`src/rtl/sysarr_defs.sv`:
```
// Shared definitions for the systolic-array sequencer: default geometry, FSM state encodings
// and the array pipeline latency formula.
package sysarr_defs;

    localparam int unsigned WORD_LEN_DEF = 4;
    localparam int unsigned ARR_WDT_DEF  = 4;
    localparam int unsigned ARR_HGT_DEF  = 4;
    localparam int unsigned CNT_W_DEF    = 16;

    typedef enum logic [2:0] {
        StIdle   = 3'd0,
        StLoad   = 3'd1,
        StSwap   = 3'd2,
        StStream = 3'd3,
        StDrain  = 3'd4
    } sysarr_state_e;

    // A vector entering the west edge reaches the south edge of the far column after this many cycles.
    function automatic int unsigned calc_lat(input int unsigned hgt, input int unsigned wdt);
        return hgt + wdt - 1;
    endfunction

endpackage

```
`src/rtl/sysarr_ctrl_if.sv`:
```
// Host/DMA <-> sequencer <-> array signal bundle. The stall_cnt member exists only when
// SYSARR_CTRL_PERF_EN is defined.
interface sysarr_ctrl_if #(
    parameter int unsigned WORD_LEN = sysarr_defs::WORD_LEN_DEF,
    parameter int unsigned ARR_HGT  = sysarr_defs::ARR_HGT_DEF,
    parameter int unsigned CNT_W    = sysarr_defs::CNT_W_DEF
);
    logic                         start;
    logic [CNT_W-1:0]             n_vec;
    logic                         busy;
    logic                         done;
    logic                         w_valid;
    logic                         w_ready;
    logic [$clog2(ARR_HGT)-1:0]   w_row_sel;
    logic                         preload;
    logic                         switch;
    logic                         in_valid;
    logic                         in_ready;
    logic [ARR_HGT*WORD_LEN-1:0]  in_data;
    logic [ARR_HGT*WORD_LEN-1:0]  arr_in;
    logic                         out_valid;
`ifdef SYSARR_CTRL_PERF_EN
    logic [CNT_W-1:0]             stall_cnt;

    modport master (
        output start, n_vec, w_valid, in_valid, in_data,
        input  busy, done, w_ready, w_row_sel, preload, switch, in_ready, arr_in, out_valid,
               stall_cnt
    );
    modport slave (
        input  start, n_vec, w_valid, in_valid, in_data,
        output busy, done, w_ready, w_row_sel, preload, switch, in_ready, arr_in, out_valid,
               stall_cnt
    );
`else
    modport master (
        output start, n_vec, w_valid, in_valid, in_data,
        input  busy, done, w_ready, w_row_sel, preload, switch, in_ready, arr_in, out_valid
    );
    modport slave (
        input  start, n_vec, w_valid, in_valid, in_data,
        output busy, done, w_ready, w_row_sel, preload, switch, in_ready, arr_in, out_valid
    );
`endif
endinterface

```
`src/rtl/sysarr_vld_pipe.sv`:
```
// LAT-deep valid shift register that follows each accepted vector through the array.
module sysarr_vld_pipe #(
    parameter int unsigned LAT = 7
) (
    input  logic clk,
    input  logic nrst,
    input  logic vld,
    output logic vld_dly
);
    logic [LAT-1:0] pipe_q;

    // Cast keeps the low LAT bits, i.e. a left shift with vld entering bit 0.
    always_ff @(posedge clk or negedge nrst) begin
        if (!nrst) begin
            pipe_q <= '0;
        end else begin
            pipe_q <= LAT'({pipe_q, vld});
        end
    end

    assign vld_dly = pipe_q[LAT-1];

endmodule

```
`src/rtl/sysarr_ctrl.sv`:
```
// Job sequencer for the weight-stationary systolic array: weight preload, swap, vector stream
// and drain. Define SYSARR_CTRL_PERF_EN to add the stall_cnt performance counter.
module sysarr_ctrl
    import sysarr_defs::*;
#(
    parameter int unsigned WORD_LEN = WORD_LEN_DEF,
    parameter int unsigned ARR_WDT  = ARR_WDT_DEF,
    parameter int unsigned ARR_HGT  = ARR_HGT_DEF,
    parameter int unsigned CNT_W    = CNT_W_DEF
) (
    input  logic         clk,
    input  logic         nrst,
    sysarr_ctrl_if.slave bus
);
    localparam int unsigned LAT   = calc_lat(ARR_HGT, ARR_WDT);
    localparam int unsigned ROW_W = $clog2(ARR_HGT);
    localparam int unsigned DRN_W = $clog2(LAT + 1);

    sysarr_state_e               state_q, state_d;
    logic [CNT_W-1:0]            n_vec_q, n_vec_d;
    logic [CNT_W-1:0]            vec_q, vec_d;
    logic [ROW_W-1:0]            row_q, row_d;
    logic [DRN_W-1:0]            drn_q, drn_d;
    logic [ARR_HGT*WORD_LEN-1:0] arr_in_q, arr_in_d;
    logic                        accept;
    logic                        out_valid;

    always_comb begin
        state_d      = state_q;
        n_vec_d      = n_vec_q;
        vec_d        = vec_q;
        row_d        = row_q;
        drn_d        = drn_q;
        arr_in_d     = '0;
        accept       = 1'b0;
        bus.busy     = (state_q != StIdle);
        bus.done     = 1'b0;
        bus.w_ready  = 1'b0;
        bus.preload  = 1'b0;
        bus.switch   = 1'b0;
        bus.in_ready = 1'b0;
        unique case (state_q)
            StIdle: begin
                if (bus.start) begin
                    state_d = StLoad;
                    n_vec_d = bus.n_vec;
                    vec_d   = '0;
                    row_d   = '0;
                end
            end
            StLoad: begin
                bus.w_ready = 1'b1;
                bus.preload = bus.w_valid;
                if (bus.w_valid) begin
                    if (row_q == ROW_W'(ARR_HGT - 1)) begin
                        row_d   = '0;
                        state_d = StSwap;
                    end else begin
                        row_d = row_q + ROW_W'(1);
                    end
                end
            end
            StSwap: begin
                bus.switch = 1'b1;
                if (n_vec_q == '0) begin
                    state_d = StDrain;
                    drn_d   = DRN_W'(LAT);
                end else begin
                    state_d = StStream;
                end
            end
            StStream: begin
                // The array has no back-pressure, so a missing vector becomes a zero bubble.
                bus.in_ready = 1'b1;
                if (bus.in_valid) begin
                    accept   = 1'b1;
                    arr_in_d = bus.in_data;
                    vec_d    = vec_q + CNT_W'(1);
                    if (vec_q == n_vec_q - CNT_W'(1)) begin
                        state_d = StDrain;
                        drn_d   = DRN_W'(LAT);
                    end
                end
            end
            StDrain: begin
                if (drn_q == '0) begin
                    bus.done = 1'b1;
                    state_d  = StIdle;
                end else begin
                    drn_d = drn_q - DRN_W'(1);
                end
            end
            default: state_d = StIdle;
        endcase
    end

    always_ff @(posedge clk or negedge nrst) begin
        if (!nrst) begin
            state_q  <= StIdle;
            n_vec_q  <= '0;
            vec_q    <= '0;
            row_q    <= '0;
            drn_q    <= '0;
            arr_in_q <= '0;
        end else begin
            state_q  <= state_d;
            n_vec_q  <= n_vec_d;
            vec_q    <= vec_d;
            row_q    <= row_d;
            drn_q    <= drn_d;
            arr_in_q <= arr_in_d;
        end
    end

    sysarr_vld_pipe #(
        .LAT (LAT)
    ) u_vld_pipe (
        .clk     (clk),
        .nrst    (nrst),
        .vld     (accept),
        .vld_dly (out_valid)
    );

    assign bus.w_row_sel = row_q;
    assign bus.arr_in    = arr_in_q;
    assign bus.out_valid = out_valid;

`ifdef SYSARR_CTRL_PERF_EN
    logic [CNT_W-1:0] stall_q, stall_d;

    always_comb begin
        stall_d = stall_q;
        if (state_q == StIdle && bus.start) begin
            stall_d = '0;
        end else if (state_q == StStream && !bus.in_valid && stall_q != '1) begin
            stall_d = stall_q + CNT_W'(1);
        end
    end

    always_ff @(posedge clk or negedge nrst) begin
        if (!nrst) begin
            stall_q <= '0;
        end else begin
            stall_q <= stall_d;
        end
    end

    assign bus.stall_cnt = stall_q;
`endif

endmodule

```
`src/flat_wrapper.sv`:
```
// flat-port wrapper written by rule: the top's interface ports become plain ports
module sysarr_ctrl_flat import sysarr_defs::*;
#(
    parameter int unsigned WORD_LEN = WORD_LEN_DEF,
    parameter int unsigned ARR_WDT  = ARR_WDT_DEF,
    parameter int unsigned ARR_HGT  = ARR_HGT_DEF,
    parameter int unsigned CNT_W    = CNT_W_DEF
)
  (clk, nrst, bus_start, bus_n_vec, bus_w_valid, bus_in_valid, bus_in_data, bus_busy, bus_done, bus_w_ready, bus_w_row_sel, bus_preload, bus_switch, bus_in_ready, bus_arr_in, bus_out_valid);
  sysarr_ctrl_if #(.WORD_LEN(WORD_LEN), .ARR_HGT(ARR_HGT), .CNT_W(CNT_W)) bus_i ();
  input  logic clk;
  input  logic nrst;
  input wire logic [$bits(bus_i.start)-1:0] bus_start;
  input wire logic [$bits(bus_i.n_vec)-1:0] bus_n_vec;
  input wire logic [$bits(bus_i.w_valid)-1:0] bus_w_valid;
  input wire logic [$bits(bus_i.in_valid)-1:0] bus_in_valid;
  input wire logic [$bits(bus_i.in_data)-1:0] bus_in_data;
  output wire logic [$bits(bus_i.busy)-1:0] bus_busy;
  output wire logic [$bits(bus_i.done)-1:0] bus_done;
  output wire logic [$bits(bus_i.w_ready)-1:0] bus_w_ready;
  output wire logic [$bits(bus_i.w_row_sel)-1:0] bus_w_row_sel;
  output wire logic [$bits(bus_i.preload)-1:0] bus_preload;
  output wire logic [$bits(bus_i.switch)-1:0] bus_switch;
  output wire logic [$bits(bus_i.in_ready)-1:0] bus_in_ready;
  output wire logic [$bits(bus_i.arr_in)-1:0] bus_arr_in;
  output wire logic [$bits(bus_i.out_valid)-1:0] bus_out_valid;
  assign bus_i.start = bus_start;
  assign bus_i.n_vec = bus_n_vec;
  assign bus_i.w_valid = bus_w_valid;
  assign bus_i.in_valid = bus_in_valid;
  assign bus_i.in_data = bus_in_data;
  assign bus_busy = bus_i.busy;
  assign bus_done = bus_i.done;
  assign bus_w_ready = bus_i.w_ready;
  assign bus_w_row_sel = bus_i.w_row_sel;
  assign bus_preload = bus_i.preload;
  assign bus_switch = bus_i.switch;
  assign bus_in_ready = bus_i.in_ready;
  assign bus_arr_in = bus_i.arr_in;
  assign bus_out_valid = bus_i.out_valid;
  sysarr_ctrl #(.WORD_LEN(WORD_LEN), .ARR_WDT(ARR_WDT), .ARR_HGT(ARR_HGT), .CNT_W(CNT_W)) u_core (.clk(clk), .nrst(nrst), .bus(bus_i));
endmodule
```
`config.mk`:
```
export PLATFORM = sky130hd
export DESIGN_NAME = sysarr_ctrl_flat
export DESIGN_NICKNAME = d
export VERILOG_FILES = /design/src/rtl/sysarr_defs.sv /design/src/rtl/sysarr_ctrl_if.sv /design/src/rtl/sysarr_vld_pipe.sv /design/src/rtl/sysarr_ctrl.sv /design/src/flat_wrapper.sv
export SDC_FILE = /design/constraint.sdc
export NUM_CORES = 1
export LEC_CHECK = 0
export ABC_CLOCK_PERIOD_IN_PS = 2700
export BUFFER_PORTS_ARGS = -buffer_cell sky130_fd_sc_hd__buf_2
export CORE_MARGIN = 1
export CORE_UTILIZATION = 55
export DETAILED_ROUTE_END_ITERATION = 12
export GPL_TIMING_DRIVEN = 1
export PLACE_DENSITY_LB_ADDON = 0.3
export SLEW_MARGIN = 20
export SYNTH_ARGS = -nofsm -noshare
export SYNTH_HDL_FRONTEND = slang
export SYNTH_SLANG_ARGS = --single-unit
```
`constraint.sdc`:
```
create_clock -name clk -period 2.7 [get_ports clk]
set_input_delay 0.81 -clock clk [delete_from_list [all_inputs] [get_ports clk]]
set_output_delay 0.81 -clock clk [all_outputs]
set_load 0.02 [all_outputs]
```
==> results by group, run 1 <==
Drt
  – Remaining DRCs: 0
  – 1st-pass router iterations: 4
  – Routed WL per cell: around 15 um
  – Vias: 2478
  – Vias per cell: 5.57
  – Antenna Nets Post-Route: 0
  – Initial drt markers: between 150 and 200
  – Drt total wl: approximately 6600 um

GRT
  – Vias in the first global route: 2407
  – Largest net degree at the start of global routing: 41
  – Initial antenna violation count: 0
  – GRT Util Overall: 24.7%
  – First-pass GRT wire length: ~11000 um
  – Total gr overflow: 0

Worst setup path
  – Crit Path Category: flop to flop
  – Worst path required time: 2.96 ns
  – CP Launch Type: flop
  – CP arrival: 2.80 ns
  – CP Launch Point: u_core.n_vec_q[4]$_DFFE_PN0P_
  – Critical Path Sink Type: flop
  – Worst flop-to-flop path startpoint: u_core.n_vec_q[4]$_DFFE_PN0P_
  – Max FO, Critical Path: 6

Floorplan
  – Die width: just under 80 um
  – Full die area: 6070 um2
  – Die Y: 77.9 um
  – Initial Util: a little under three fifths
  – # rows: 27
  – # IOs: 62
  – Core area: 5540 um2

Flow run
  – Max-cap violations: 0

Clock network
  – Clock Path Buffers: 2
  – CTS tree: done
  – Clk slew on worst S/H paths: ~0.07 ns
  – Clock Latency Late Sink: 0.35 ns
  – Post-CTS setup buffers: 0
  – Clock root cell: clkbuf_8
  – Htree depth: 3
  – Inserted Clock Buffers: 9
  – Sink Count: 63
  – # resized after CTS: 0
  – Hold_buf cts: 0

Yosys
  – Post-synth ARST share: 100%
  – Mapped Avg Cell Area: 10.5 um2
  – Main synth FF type: dfrtp_1
  – Post-synthesis cell area: about 3200 um2
  – EDFF count, synth: 0
  – Sequential-to-total area share from yosys stat: 49.7%
  – Syn Inst Count: 303
  – Synthesized flop and latch total: 63
  – Mapped Nets: 346
  – Synth warnings: 0
  – Library cells used by synthesis: 49

Timing
  – Fin crit share: 94.0%
  – Max Fclk: 394 MHz
  – RSZ-0062 raised after global routing: false
  – Final Skew: 0.0121 ns
  – Slew Limit Fails: 0
  – Setup TNS: 0 ns
  – Worst Tran Pin Value: 0.546 ns
  – Worst slew margin: approximately 64%
  – Setup violations, final: 0
  – Min Tclk post-route: 2.54 ns
  – Hold Vio Cnt, Final: 0

Final layout
  – Area Growth Syn to Fin: 18.9%
  – # nets final: 411
  – Layout cells sized above 1: 28.7%
  – Diodes inserted: 0

Run status
  – Status: finished clean

Placement
  – Port Buf Inserts: 61
  – Detail Placement HPWL: about 4800 um
  – GPL Wtd Cong: 0.865

Worst hold path
  – Hold path start: u_core.u_vld_pipe.pipe_q[0]$_DFF_PN0_
  – HP Class: flop to flop

Pwr
  – Power Total: 0.00361 W
  – VDD IR max: 0.646 mV
  – LEAKAGE: between 1.5 and 2 nW
  – PwrDens: 958 nW/um2
==> through the flow <==
stage	instance area (um2)	cells	utilization [%]	hold slack, ns	setup WS [ns]
final	3770	445	68.1	0.347	0.162
after global routing	3770	445	68.1	0.360	0.0597
after CTS	3770	445	68.1	0.352	0.166
after detailed placement	3590	429	64.8	0.335	0.192
after global placement	3590	429	64.8	0.332	0.248
after floorplan	3170	303	-	0.331	0.211
==> power breakdown <==
| group | internal (W) | switching [W] |
|---|---|---|
| sequential | 0.00119 | 0.000322 |
| clock | 0.000385 | 0.000377 |
| combinational | 0.000613 | 0.000728 |
| total | 0.00219 | 0.00143 |
==> cells in the mapped netlist (2+ instances only) <==
library cell  number  area (um2)
nand2b_1           4        25.0
and2_1            17         106
or3_1              8        50.1
nor3_1             9        45.0
ha_1               6        75.1
o21ai_0            8        40.0
a31oi_1            3        18.8
nor4b_1            2        17.5
inv_1              7        26.3
nand2_1           17        63.8
nor4_1             3        18.8
a21oi_1            9        45.0
nor2b_1            3        18.8
a22o_1             3        26.3
xnor2_1           10        87.6
nand4b_1           2        17.5
nand3_1            5        25.0
clkbuf_1          15        56.3
o21a_1             2        15.0
o2bb2ai_1          2        17.5
dfrtp_1           63        1580
o21ai_1            2        10.0
nand4_1           13        81.3
a311oi_1           2        17.5
and3_1             4        25.0
nor2_1            28         105
mux2_2            15         169
xor2_1            20         175
==> path summary, 6_finish.rpt <==
| kind | to | slack, ns | depth (start not counted) |
|---|---|---|---|
| max | u_core.drn_q[0]$_DFFE_PN0P_ | 0.16 | 6 |
| min | u_core.u_vld_pipe.pipe_q[1]$_DFF_PN0_ | 0.35 | 0 |
| max reg2reg | u_core.drn_q[0]$_DFFE_PN0P_ | 0.16 | 6 |
| min reg2reg | u_core.u_vld_pipe.pipe_q[1]$_DFF_PN0_ | 0.35 | 0 |
| max in group asynchronous | u_core.vec_q[14]$_DFFE_PN0P_ | 1.67 | 2 |
| min in group asynchronous | u_core.u_vld_pipe.pipe_q[6]$_DFF_PN0_ | 0.44 | 1 |
==> routing by layer <==
| layer | GRT usage (%) | wire (um) | vias to the layer above |
|---|---|---|---|
| met4 | 11.3 | 127 | 0 |
| met1 | 33.1 | 3020 | 1203 |
| met2 | 38.8 | 3140 | 58 |
| met5 | 0 | 0 | - |
| li1 | - | - | 1207 |
| met3 | 5.06 | 299 | 10 |
==> critical path, cell delays in order, from the launching register on <==
cell	delay [ns]
dfrtp_1	0.46
or4_4	0.57
or3_1	0.38
a311o_1	0.33
a211oi_2	0.25
o2111ai_2	0.23
a31oi_1	0.22
==> layout by cell type (no fill, tap or decap), types with 4 or more instances in the layout <==
master,netlist,routed
buf_4,0,8
nand2_1,17,17
nor3_1,9,9
xor2_1,20,20
xnor2_1,10,10
inv_1,7,7
dfrtp_1,63,63
a21oi_1,9,9
buf_2,0,61
nand2b_1,4,4
mux2_2,15,15
nand4_1,13,13
and3_1,4,4
clkbuf_8,0,11
and2_1,17,17
nor2_1,28,28
or3_1,8,8
ha_1,6,6
nand3_1,5,5
o21ai_0,8,8
==> logic make-up (layout without fill, tap and decap cells) <==
logic type	after synthesis	after routing	share of synthesized area, %
and+or+nand+nor	124	124	22.1
adders and majority gates	6	6	2.37
xor gates and xnor gates	30	30	8.28
DFF	63	63	49.7
buffers and inverters	23	93	2.96
AOI/OAI and AO/OA	42	42	9.23
muxes	15	15	5.33
==> cell type report <==
| type | instances | area, um2 |
|---|---|---|
| Fill cell | 432 | 1770 |
| Sequential cell | 63 | 1580 |
| Multi-Input combinational cell | 217 | 1510 |
| Timing Repair Buffer | 70 | 385 |
| Clock buffer | 12 | 155 |
| Tap cell | 72 | 90.1 |
| Clock inverter | 4 | 28.8 |
| Inverter | 7 | 26.3 |
==> state kept, by name, summed over array words and instances (netlist names) <==
signal,count
u_core.drn_q,3
u_core.state_q,3
u_core.bus.arr_in,16
u_core.vec_q,16
u_core.bus.w_row_sel,2
u_core.u_vld_pipe.pipe_q,7
u_core.n_vec_q,16
Note: power is estimated with default switching activity, not from simulation.
==> run 2: changes to the inputs <==
--- a/config.mk
+++ b/config.mk
@@ -5,7 +5,7 @@
 export SDC_FILE = /design/constraint.sdc
 export NUM_CORES = 1
 export LEC_CHECK = 0
-export ABC_CLOCK_PERIOD_IN_PS = 2700
+export ABC_CLOCK_PERIOD_IN_PS = 2460
 export BUFFER_PORTS_ARGS = -buffer_cell sky130_fd_sc_hd__buf_2
 export CORE_MARGIN = 1
 export CORE_UTILIZATION = 55
==> constraint.sdc (replaced) <==
create_clock -name clk -period 2.46 [get_ports clk]
set_input_delay 0.738 -clock clk [delete_from_list [all_inputs] [get_ports clk]]
set_output_delay 0.738 -clock clk [all_outputs]
set_load 0.02 [all_outputs]
==> run 2 against run 1 <==
Compared with the run above:
- maximum frequency grew 6.8%
- sequential power rose by 9%
- critical path depth is the same
- count of clock-buffer cells in the layout is 3 lower
- worst hold slack improved by 0.0023 ns
- design area grew 2.5%
- total power up 18%
- final cell count increased by 0.67%
- combinational power grew 15%
- die area is the same
- highest routed layer unchanged
==> results by group, run 2 (same netlist as run 1, synthesis figures left out) <==
Worst setup path
  – CP arrival: 2.61 ns
  – Critical Path Max Stage Delay: between 0.5 and 0.6 ns
  – CP Buf/Inv Count: 0
  – CP Launch Type: flop
  – Worst path required time: 2.69 ns
  – Crit Path Category: flop to flop
  – Max FO, Critical Path: 6
  – Critical Path Sink Type: flop
  – Slowest CP cell: or4_4
  – Cell family with most CP delay: compound AO/OA/AOI/OAI gates
  – CP Cell Sequence: or4_4 -> or3_1 -> a311o_1 -> a211oi_2 -> o2111ai_4 -> o2bb2ai_1

Timing
  – Max Fclk: 421 MHz
  – Final setup margin: between 0.08 and 0.09 ns
  – Min Tclk post-route: 2.38 ns
  – Hold Vio Cnt, Final: 0
  – Final Skew: between 0.005 and 0.006 ns
  – Worst slew margin: 60.2%
  – RSZ-0062 raised after global routing: true
  – Setup violations, final: 0
  – Worst Tran Pin Value: 0.589 ns
  – Fin crit share: about 97%
  – Slew Limit Fails: 0

Clock network
  – Clock Latency Late Sink: between 0.3 and 0.4 ns
  – Sink Count: 63
  – Clock root cell: clkbuf_8
  – Inserted Clock Buffers: 9
  – Clk slew on worst S/H paths: 0.07 ns
  – CTS tree: done
  – Htree depth: 3
  – Post-CTS setup buffers: 0
  – Clock Path Buffers: 2

GRT
  – Largest net degree at the start of global routing: 40
  – Vias in the first global route: 2410
  – Initial antenna violation count: 0
  – GRT Util Overall: between 20% and 30%
  – First-pass GRT wire length: 11400 um
  – Total gr overflow: 0

Placement
  – Placed inst area: around 3600 um2
  – Port Buf Inserts: 61
  – Detail Placement HPWL: just under 5000 um
  – GPL Wtd Cong: about 0.91
  – Dpl ws: about 0.047 ns

Run status
  – Status: finished clean

Floorplan
  – Die width: ~78 um
  – Core area: 5540 um2
  – # rows: 27
  – Die Y: 77.9 um
  – Initial Util: 57.2%
  – # IOs: 62
  – Full die area: 6070 um2

Pwr
  – Clk pwr share: 25.7%
  – Power share of the sequential group: 38.4%
  – LEAKAGE: 1.82 nW
  – Cell Int Power: 0.00268 W
  – Gate power share: 35.9%
  – Power Total: around 0.0043 W
  – Switching pwr: between 0.0015 and 0.002 W
  – Sw Share: 37.4%
  – PwrDens: about 1100 nW/um2
  – VDD IR max: 0.794 mV

Final layout
  – Commonest cells after routing, fill and taps aside: dfrtp_1, buf_2, nor2_1, xor2_1
  – Fillers: 437
  – # nets final: 414
  – Area Growth Syn to Fin: 21.9%
  – Design Area, Final: 3870 um2
  – Most common cell after layout, fill and taps aside: dfrtp_1
  – Diodes inserted: 0
  – Layout cells sized above 1: 29.8%

Drt
  – Drt total wl: 6860 um
  – Initial drt markers: 181
  – 1st-pass router iterations: 4
  – Vias: roughly 2500
  – Remaining DRCs: 0
  – Vias per cell: 5.48
  – Antenna Nets Post-Route: 0
  – Routed WL per cell: 15.3 um

Worst hold path
  – HP Class: flop to flop

Flow run
  – Max-cap violations: 0
==> run 2: cell type report <==
| class | instances | area (um2) | share of cell area, % |
|---|---|---|---|
| Sequential cell | 63 | 1580 | 40.8 |
| Multi-Input combinational cell | 217 | 1520 | 39.3 |
| Timing Repair Buffer | 73 | 408 | 10.5 |
| Clock buffer | 9 | 124 | 3.20 |
| Clock inverter | 7 | 120 | 3.11 |
| Tap cell | 72 | 90.1 | 2.33 |
| Inverter | 7 | 26.3 | 0.679 |
==> run 2: what timing repair did <==
item | CTS | global route
hold buffers | 0 | 0
hold endpoints to repair | 0 | 0
gates resized for setup | 0 | 2
endpoints found under the setup margin | 0 | 7
==> run 2: power by group through the flow <==
stage                     clock, W  sequential, W  combinational [W]
final                      0.00110        0.00165            0.00154
after global routing       0.00117        0.00169            0.00168
after CTS                  0.00112        0.00164            0.00153
after detailed placement         0        0.00166            0.00152
after global placement           0        0.00164            0.00149
after floorplan                  0        0.00159            0.00109
==> run 2: per-stage QoR <==
step	setup TNS, ns	util [%]	hold slack (ns)	instances
finish	0	69.8	0.349	448
global route	-0.109	69.8	0.363	448
CTS	0	69.6	0.347	448
detailed placement	0	65.2	0.336	432
global placement	0	65.2	0.332	432
floorplan	0	-	0.331	303
==> run 2: metal layers <==
metal	global-route usage, %	share of wire [%]
met1	30.5	44
met3	6.71	5.0
met4	8.70	1.0
met2	42.2	50
met5	0	0
==> run 2: final timing paths <==
kind	from	slack (ns)	cells after the start	end
hold reg to reg	u_core.u_vld_pipe.pipe_q[5]$_DFF_PN0_	0.35	0	u_core.u_vld_pipe.pipe_q[6]$_DFF_PN0_
setup reg to reg	u_core.n_vec_q[3]$_DFFE_PN0P_	0.08	6	u_core.state_q[0]$_DFFE_PN0P_
hold / removal	u_core.u_vld_pipe.pipe_q[5]$_DFF_PN0_	0.35	0	u_core.u_vld_pipe.pipe_q[6]$_DFF_PN0_
max in group asynchronous	nrst	1.47	2	u_core.vec_q[10]$_DFFE_PN0P_
setup / recovery	u_core.n_vec_q[3]$_DFFE_PN0P_	0.08	6	u_core.state_q[0]$_DFFE_PN0P_
min in group asynchronous	nrst	0.38	1	u_core.bus.arr_in[1]$_DFF_PN0_
